===== src/rtl/dds_spi_master.sv =====
`default_nettype none
// ============================================================================
// Module      : dds_spi_master
// Description : Serial loader for the DDS tuning registers. Latches a parallel
//               word and a target select, shifts the word MSB-first on
//               spi_clk/spi_data while the selected chip-select is high, then
//               drops the chip-select for a load window and pulses done.
// Revision    : 1.0 - initial release
// ============================================================================
module dds_spi_master #(
    parameter int FREQ_LENGTH  = 48,
    parameter int PHASE_LENGTH = 16,
    parameter int CLK_DIV      = 4
) (
    input  logic                   sys_clk,
    input  logic                   sys_rst_n,
    input  logic                   start,
    input  logic                   target,
    input  logic [FREQ_LENGTH-1:0] data_in,
    output logic                   busy,
    output logic                   done,
    output logic                   spi_clk,
    output logic                   spi_data,
    output logic                   freq_cs,
    output logic                   phaseshift_cs
);

    localparam int CNT_W = $clog2(FREQ_LENGTH + 1);
    localparam int DIV_W = $clog2(CLK_DIV + 1);

    localparam logic [2:0] c_idle     = 3'd0;
    localparam logic [2:0] c_shift_lo = 3'd1;
    localparam logic [2:0] c_shift_hi = 3'd2;
    localparam logic [2:0] c_hold     = 3'd3;
    localparam logic [2:0] c_gap      = 3'd4;

    // Divider counts down the remaining cycles of the current half-period.
    localparam logic [DIV_W-1:0] c_div_last    = DIV_W'(CLK_DIV - 1);
    localparam logic [DIV_W-1:0] c_div_one     = DIV_W'(1);
    // Bit counter holds the number of bits still to follow the one on the wire.
    localparam logic [CNT_W-1:0] c_freq_last   = CNT_W'(FREQ_LENGTH - 1);
    localparam logic [CNT_W-1:0] c_phase_last  = CNT_W'(PHASE_LENGTH - 1);
    localparam logic [CNT_W-1:0] c_cnt_one     = CNT_W'(1);

    logic [2:0]             state_q,    state_d;
    logic [DIV_W-1:0]       div_q,      div_d;
    logic [CNT_W-1:0]       bit_cnt_q,  bit_cnt_d;
    logic [FREQ_LENGTH-1:0] shreg_q,    shreg_d;
    logic                   busy_q,     busy_d;
    logic                   done_q,     done_d;
    logic                   spi_clk_q,  spi_clk_d;
    logic                   spi_data_q, spi_data_d;
    logic                   freq_cs_q,  freq_cs_d;
    logic                   phase_cs_q, phase_cs_d;
    logic                   w_div_end;

    assign w_div_end = (div_q == '0);

    // Next-state and next-output computation for the frame sequencer.
    always_comb begin
        state_d    = state_q;
        div_d      = div_q;
        bit_cnt_d  = bit_cnt_q;
        shreg_d    = shreg_q;
        busy_d     = busy_q;
        done_d     = 1'b0;
        spi_clk_d  = spi_clk_q;
        spi_data_d = spi_data_q;
        freq_cs_d  = freq_cs_q;
        phase_cs_d = phase_cs_q;

        unique case (state_q)
            c_idle: begin
                if (start) begin
                    state_d = c_shift_lo;
                    div_d   = c_div_last;
                    busy_d  = 1'b1;
                    if (target) begin
                        // Phase words are left-aligned so the MSB is always shreg[top].
                        phase_cs_d = 1'b1;
                        bit_cnt_d  = c_phase_last;
                        shreg_d    = data_in << (FREQ_LENGTH - PHASE_LENGTH);
                    end else begin
                        freq_cs_d = 1'b1;
                        bit_cnt_d = c_freq_last;
                        shreg_d   = data_in;
                    end
                    spi_data_d = shreg_d[FREQ_LENGTH-1];
                end
            end

            c_shift_lo: begin
                if (w_div_end) begin
                    state_d   = c_shift_hi;
                    div_d     = c_div_last;
                    spi_clk_d = 1'b1;
                end else begin
                    div_d = div_q - c_div_one;
                end
            end

            c_shift_hi: begin
                if (w_div_end) begin
                    spi_clk_d = 1'b0;
                    div_d     = c_div_last;
                    if (bit_cnt_q != '0) begin
                        // Next bit goes out on the same edge spi_clk falls.
                        shreg_d    = shreg_q << 1;
                        spi_data_d = shreg_d[FREQ_LENGTH-1];
                        bit_cnt_d  = bit_cnt_q - c_cnt_one;
                        state_d    = c_shift_lo;
                    end else begin
                        state_d = c_hold;
                    end
                end else begin
                    div_d = div_q - c_div_one;
                end
            end

            c_hold: begin
                if (w_div_end) begin
                    state_d    = c_gap;
                    div_d      = c_div_last;
                    freq_cs_d  = 1'b0;
                    phase_cs_d = 1'b0;
                    spi_data_d = 1'b0;
                end else begin
                    div_d = div_q - c_div_one;
                end
            end

            c_gap: begin
                if (w_div_end) begin
                    state_d   = c_idle;
                    busy_d    = 1'b0;
                    done_d    = 1'b1;
                    bit_cnt_d = '0;
                end else begin
                    div_d = div_q - c_div_one;
                end
            end

            default: begin
                state_d    = c_idle;
                div_d      = '0;
                bit_cnt_d  = '0;
                busy_d     = 1'b0;
                spi_clk_d  = 1'b0;
                spi_data_d = 1'b0;
                freq_cs_d  = 1'b0;
                phase_cs_d = 1'b0;
            end
        endcase
    end

    // State and output registers with synchronous active-low reset.
    always_ff @(posedge sys_clk) begin
        if (!sys_rst_n) begin
            state_q    <= c_idle;
            div_q      <= '0;
            bit_cnt_q  <= '0;
            shreg_q    <= '0;
            busy_q     <= 1'b0;
            done_q     <= 1'b0;
            spi_clk_q  <= 1'b0;
            spi_data_q <= 1'b0;
            freq_cs_q  <= 1'b0;
            phase_cs_q <= 1'b0;
        end else begin
            state_q    <= state_d;
            div_q      <= div_d;
            bit_cnt_q  <= bit_cnt_d;
            shreg_q    <= shreg_d;
            busy_q     <= busy_d;
            done_q     <= done_d;
            spi_clk_q  <= spi_clk_d;
            spi_data_q <= spi_data_d;
            freq_cs_q  <= freq_cs_d;
            phase_cs_q <= phase_cs_d;
        end
    end

    assign busy          = busy_q;
    assign done          = done_q;
    assign spi_clk       = spi_clk_q;
    assign spi_data      = spi_data_q;
    assign freq_cs       = freq_cs_q;
    assign phaseshift_cs = phase_cs_q;

endmodule
`default_nettype wire


===== config.mk =====
export PLATFORM = sky130hd
export DESIGN_NAME = dds_spi_master
export DESIGN_NICKNAME = d
export VERILOG_FILES = /design/src/rtl/dds_spi_master.sv
export SDC_FILE = /design/constraint.sdc
export NUM_CORES = 1
export LEC_CHECK = 0
export ABC_AREA = 1
export CORE_MARGIN = 4
export CORE_UTILIZATION = 58
export CTS_CLUSTER_SIZE = 20
export DETAILED_ROUTE_END_ITERATION = 16
export HOLD_SLACK_MARGIN = 0.12
export PLACE_DENSITY = 0.86
export SYNTH_ARGS = -nofsm -noshare
export SYNTH_HDL_FRONTEND = slang
export SYNTH_SLANG_ARGS = --single-unit

===== constraint.sdc =====
create_clock -name sys_clk -period 3.2 [get_ports sys_clk]
set_input_delay 0.48 -clock sys_clk [delete_from_list [all_inputs] [get_ports sys_clk]]
set_output_delay 0.48 -clock sys_clk [all_outputs]
set_load 0.02 [all_outputs]

==> out/results.tsv, run 1 <==
metric	value	unit
max_freq	459	MHz
syn_inst	585	
antenna_cells	0	
cts-buffers-inserted	9	
grt_util_all_layers	23.5	%
min_path_type	flip-flop to flip-flop	
finalInstanceArea	4270	um^2
route.detailed.drc	0	
die_x	86.4	um
synth_cell_types	23	
final_nets	678	
p_leak	1.93	nW
grt_pass1_vias	3480	
ant_nets	0	
syn_avg_cell_area	6.09	um^2
antenna_found_initial	0	
min_from	div_q[1]	
die_y	86.4	um
fillCellCount	508	
cap_violations	0	
arrival	2.46	ns
critPathLaunchType	flip-flop	
clk_latency	0.35	ns
dr_total_vias	3722	
io_buffer_count	57	
grt_start_max_net_pins	53	
htree_levels	3	
path_class	flip-flop to flip-flop	
layout_common_cells	198 x nand2_1, 120 x nor2_1, 65 x dfxtp_1	
cts-resized-gates	0	
post-route-period-util	68.1	%
num_rows	28	
dieArea	7460	um^2
synth_fp_nets	641	
syn_to_final_growth	19.7	%
clock-sinks	65	
drive_gt1_share	5.11	%
ys.warnings.count	0	
setup_viol	0	
clk_pin_slew	0.07	ns
dpl_cell_area	4070	um^2
report.final.slew_viol_count	0	
grt_pass1_wl	14600	um
rr_startpoint	state_q[0]	
core	5960	um^2
gr-total-overflow	0	
place_ws	0.868	ns
cts_hold_buf	0	
tns	0	ns
dpl.hpwl	5420	um
crit_required	3.48	ns
synth_seq_cells	65	
vdd_drop_max	565	uV
avgRoutedWirePerCell	12.1	um
rsz0062_at_grt	no	
p_total	0.00393	W
cts_tree	built	
status	finished clean	
p_per_area	922	nW/um^2
drt_first_pass_iters	5	
slew_headroom	44.4	%
skew	0.00910	ns
startpoint	state_q[0]	
tightestPinTransition	0.833	ns
finalHoldViolations	0	
end_kind	flip-flop	
cts-root-buf	clkbuf_8	
syn-cell-area	3560	um^2
drt_iter0_markers	220	
io_pins	58	
clk_path_buf_depth	2	
start_util	59.8	%
post-route-min-period	2.18	ns
seq_area_frac_synth	36.5	%
drt_wl_total	8510	um
final_common_cell	nand2_1	
cp_max_fo	47	
routabilityCongestion	0.928	
finalWorstSetupSlack	1.02	ns
drt-vias-per-instance	5.31	
postCtsSetupBuffers	0	
## path summary, 6_finish.rpt
kind | end | depth (start not counted) | slack [ns]
worst min register to register | div_q[1] | 2 | 0.47
worst max register to register | shreg_q[27] | 9 | 1.02
worst max-delay path | shreg_q[27] | 9 | 1.02
worst min-delay path | div_q[1] | 2 | 0.47
## cell families after synthesis
| logic type | count (synthesis) | synth area share (%) |
|---|---|---|
| adders and majority gates | 4 | 1.41 |
| and+or+nand+nor | 349 | 38.6 |
| xor gates and xnor gates | 1 | 0.246 |
| DFF | 65 | 36.5 |
| buffers and inverters | 64 | 8.75 |
| AOI/OAI and AO/OA | 102 | 14.4 |
## power by group
group	switching (W)	leakage, nW	total (W)	internal, W
clock	0.000312	0.102	0.000708	0.000396
sequential	0.000171	0.537	0.00127	0.00109
combinational	0.00130	1.30	0.00196	0.000661
## sequential cells by signal, summed over array words and instances, names as in the netlist
signal and count:
div_q 3, busy 1, done 1, bit_cnt_q 6, phaseshift_cs 1, freq_cs 1
spi_data 1, state_q 3, spi_clk 1, shreg_q 47
## area by class of cell
| cell class | instances | area [um^2] | area share [%] |
|---|---|---|---|
| Multi-Input combinational cell | 456 | 1950 | 45.7 |
| Sequential cell | 65 | 1300 | 30.5 |
| Timing Repair Buffer | 62 | 621 | 14.5 |
| Clock buffer | 12 | 155 | 3.64 |
| Inverter | 28 | 105 | 2.46 |
| Tap cell | 75 | 93.8 | 2.20 |
| Clock inverter | 3 | 40.0 | 0.939 |
## synthesized netlist by cell type
cell type,number,area (um^2)
a211oi_1,1,7.51
a21oi_1,13,65.1
a31oi_1,1,6.26
and2_1,1,6.26
buf_2,9,45.0
buf_4,4,30.0
buf_6,6,67.6
clkbuf_1,17,63.8
dfxtp_1,65,1300
ha_1,4,50.1
inv_1,23,86.3
inv_2,5,18.8
nand2_1,198,743
nand2_2,2,12.5
nand3_1,21,105
nand3b_2,1,11.3
nand4_1,1,6.26
nor2_1,120,450
nor2_2,3,18.8
nor2_4,2,22.5
o21ai_0,54,270
o21ai_1,33,165
xnor2_1,1,8.76
## stage by stage
step                      util (%)  cells  hold WS, ns
final                         71.6    701        0.474
after global routing          71.6    701        0.498
after CTS                     71.6    701        0.473
after global placement        68.3    686        0.448
after detailed placement      68.3    686        0.463
after floorplan                  -    585        0.441
## layer usage
layer | track usage [%] | vias to the layer above | routed length, um
li1 | - | 1910 | -
met2 | 41.1 | 97 | 4130
met4 | 8.07 | 0 | 102
met1 | 28.4 | 1702 | 3840
met5 | 0 | - | 0
met3 | 5.23 | 13 | 439
## critical path, stage by stage, from the launching register on
cell,delay (ns)
dfxtp_1,0.57
inv_2,0.08
nand2_1,0.08
buf_4,0.25
nor2_1,0.06
nor2_1,0.14
nand2_2,0.07
inv_2,0.60
nor2_1,0.09
nor2_1,0.14
No activity file was read; power rests on OpenSTA's default activity.
==> run 2: changes to the inputs <==
--- a/config.mk
+++ b/config.mk
@@ -7,11 +7,11 @@
 export LEC_CHECK = 0
 export ABC_AREA = 1
 export CORE_MARGIN = 4
-export CORE_UTILIZATION = 58
+export CORE_UTILIZATION = 48
 export CTS_CLUSTER_SIZE = 20
 export DETAILED_ROUTE_END_ITERATION = 16
 export HOLD_SLACK_MARGIN = 0.12
-export PLACE_DENSITY = 0.86
+export PLACE_DENSITY = 0.76
 export SYNTH_ARGS = -nofsm -noshare
 export SYNTH_HDL_FRONTEND = slang
 export SYNTH_SLANG_ARGS = --single-unit
==> constraint.sdc (replaced) <==
create_clock -name sys_clk -period 2 [get_ports sys_clk]
set_input_delay 0.3 -clock sys_clk [delete_from_list [all_inputs] [get_ports sys_clk]]
set_output_delay 0.3 -clock sys_clk [all_outputs]
set_load 0.02 [all_outputs]
==> run 2 against run 1 <==
First-iteration DRC count down 13%. Hold slack got worse by 0.0051 ns. Sequential share of layout area down 1.3 points. Count of clock-buffer cells in the layout down 1.
==> out/results.tsv, run 2 (synthesized netlist as in run 1, its figures left out) <==
metric	value	unit
path_class	flip-flop to flip-flop	
die_x	94.1	um
rr_endpoint	shreg_q[26]	
drt_wl_total	8190	um
end_kind	flip-flop	
finalHoldViolations	0	
grt_pass1_vias	3141	
clk_path_buf_depth	2	
critPathLaunchType	flip-flop	
core	7210	um^2
min_from	bit_cnt_q[1]	
clock-sinks	65	
fin_util	61.7	%
cts_hold_buf	0	
vdd_drop_max	794	uV
layout_common_cells	198 x nand2_1, 120 x nor2_1, 65 x dfxtp_1	
tightestPinTransition	0.394	ns
grt_start_max_net_pins	48	
cp_max_fo	47	
drive_gt1_share	6.61	%
drt_first_pass_iters	4	
io_pins	58	
post-route-period-util	88.3	%
final_common_cell	nand2_1	
io_buffer_count	57	
clk_pin_slew	0.07	ns
postCtsSetupBuffers	0	
crit_required	2.23	ns
status	finished clean	
dieArea	8860	um^2
largest-register	shreg_q	
syn_to_final_growth	25.0	%
grt_pass1_wl	13700	um
fillCellCount	672	
r2r_slack	0.23	ns
dpl.hpwl	5520	um
num_rows	31	
p_leak	2.01	nW
slew_headroom	73.7	%
post-route-min-period	1.77	ns
max_freq	566	MHz
routabilityCongestion	0.931	
drt_iter0_markers	192	
antenna_cells	0	
antenna_found_initial	0	
drt-vias-per-instance	4.91	
clk_latency	0.34	ns
cts_tree	built	
cts-buffers-inserted	9	
skew	0.00494	ns
cts-root-buf	clkbuf_8	
grt_util_all_layers	19.1	%
gr-total-overflow	0	
dr_total_vias	3602	
start_util	49.4	%
setup_viol	0	
rr_startpoint	div_q[0]	
rsz0062_at_grt	no	
p_per_area	1500	nW/um^2
hold_end	bit_cnt_q[1]	
avgRoutedWirePerCell	11.2	um
largest_reg_flops	47	
die_y	94.1	um
ant_nets	0	
htree_levels	3	
largest_registers	shreg_q: 47 flops, bit_cnt_q: 6 flops	
arrival	2.00	ns
final_nets	686	
cts-resized-gates	0	
route.detailed.drc	0	
reg2regPathDepth	10	
report.final.slew_viol_count	0	
cap_violations	0	
hold_depth	2	
min_path_type	flip-flop to flip-flop	
tns	0	ns
[run 2: cell types whose count changed in the layout (fill, tap and decap cells not counted), sizes merged]
cell	change
buf	+8
bufinv	+1
clkbuf	-1
clkinvlp	+1
[run 2: how the worst max path moves through the flow]
| stage | start | end | slack [ns] | depth (start not counted) |
|---|---|---|---|---|
| 6_report | div_q[0] | shreg_q[26] | 0.23 | 10 |
| 3_5_place_dp | target | shreg_q[22] | 0.20 | 7 |
| 2_1_floorplan | div_q[0] | shreg_q[10] | 0.48 | 11 |
| 3_3_place_gp | target | shreg_q[22] | 0.20 | 7 |
| 4_1_cts | div_q[0] | shreg_q[1] | 0.26 | 11 |
| 5_1_grt | div_q[0] | shreg_q[35] | 0.03 | 10 |
[run 2: where the power goes]
part,switching [W],leakage [nW],internal (W)
registers,0.000271,0.537,0.00175
clock network,0.000510,0.115,0.000765
logic,0.00209,1.35,0.00129
[run 2: stage by stage]
| step | cell area (um^2) | total power, W | hold slack, ns | instances | setup WS [ns] |
|---|---|---|---|---|---|
| 2_1_floorplan | 3560 | 0.00463 | 0.441 | 585 | 0.477 |
| 3_3_place_gp | 4220 | 0.00531 | 0.450 | 718 | 0.199 |
| 3_5_place_dp | 4220 | 0.00538 | 0.458 | 718 | 0.198 |
| 4_1_cts | 4450 | 0.00667 | 0.469 | 734 | 0.256 |
| 5_1_grt | 4450 | 0.00725 | 0.489 | 734 | 0.0258 |
| 6_report | 4450 | 0.00668 | 0.469 | 734 | 0.234 |
[run 2: layout make-up]
class | count | area (um^2) | share of cell area, %
multi-input cells | 456 | 1950 | 43.8
flip-flops and latches | 65 | 1300 | 29.2
repair buffers | 70 | 743 | 16.7
clock buffers | 11 | 151 | 3.40
well taps | 99 | 124 | 2.78
inverters | 28 | 105 | 2.36
clock inverters | 5 | 77.6 | 1.74
[run 2: metal layers]
| layer | wire [um] | global-route usage (%) | vias up |
|---|---|---|---|
| li1 | - | - | 1926 |
| met1 | 3870 | 24.5 | 1574 |
| met5 | 0 | 0 | - |
| met4 | 135 | 8.42 | 0 |
| met3 | 404 | 3.29 | 13 |
| met2 | 3780 | 31.3 | 89 |
[run 2: worst max-delay path, cell delays in order, from the launching register on]
cell     delay [ns]
dfxtp_1        0.33
inv_1          0.08
ha_1           0.17
inv_1          0.04
nor2_1         0.26
nor2_1         0.10
nor2_1         0.14
nand2_2        0.09
buf_12         0.19
o21ai_0        0.19
nor2_1         0.05
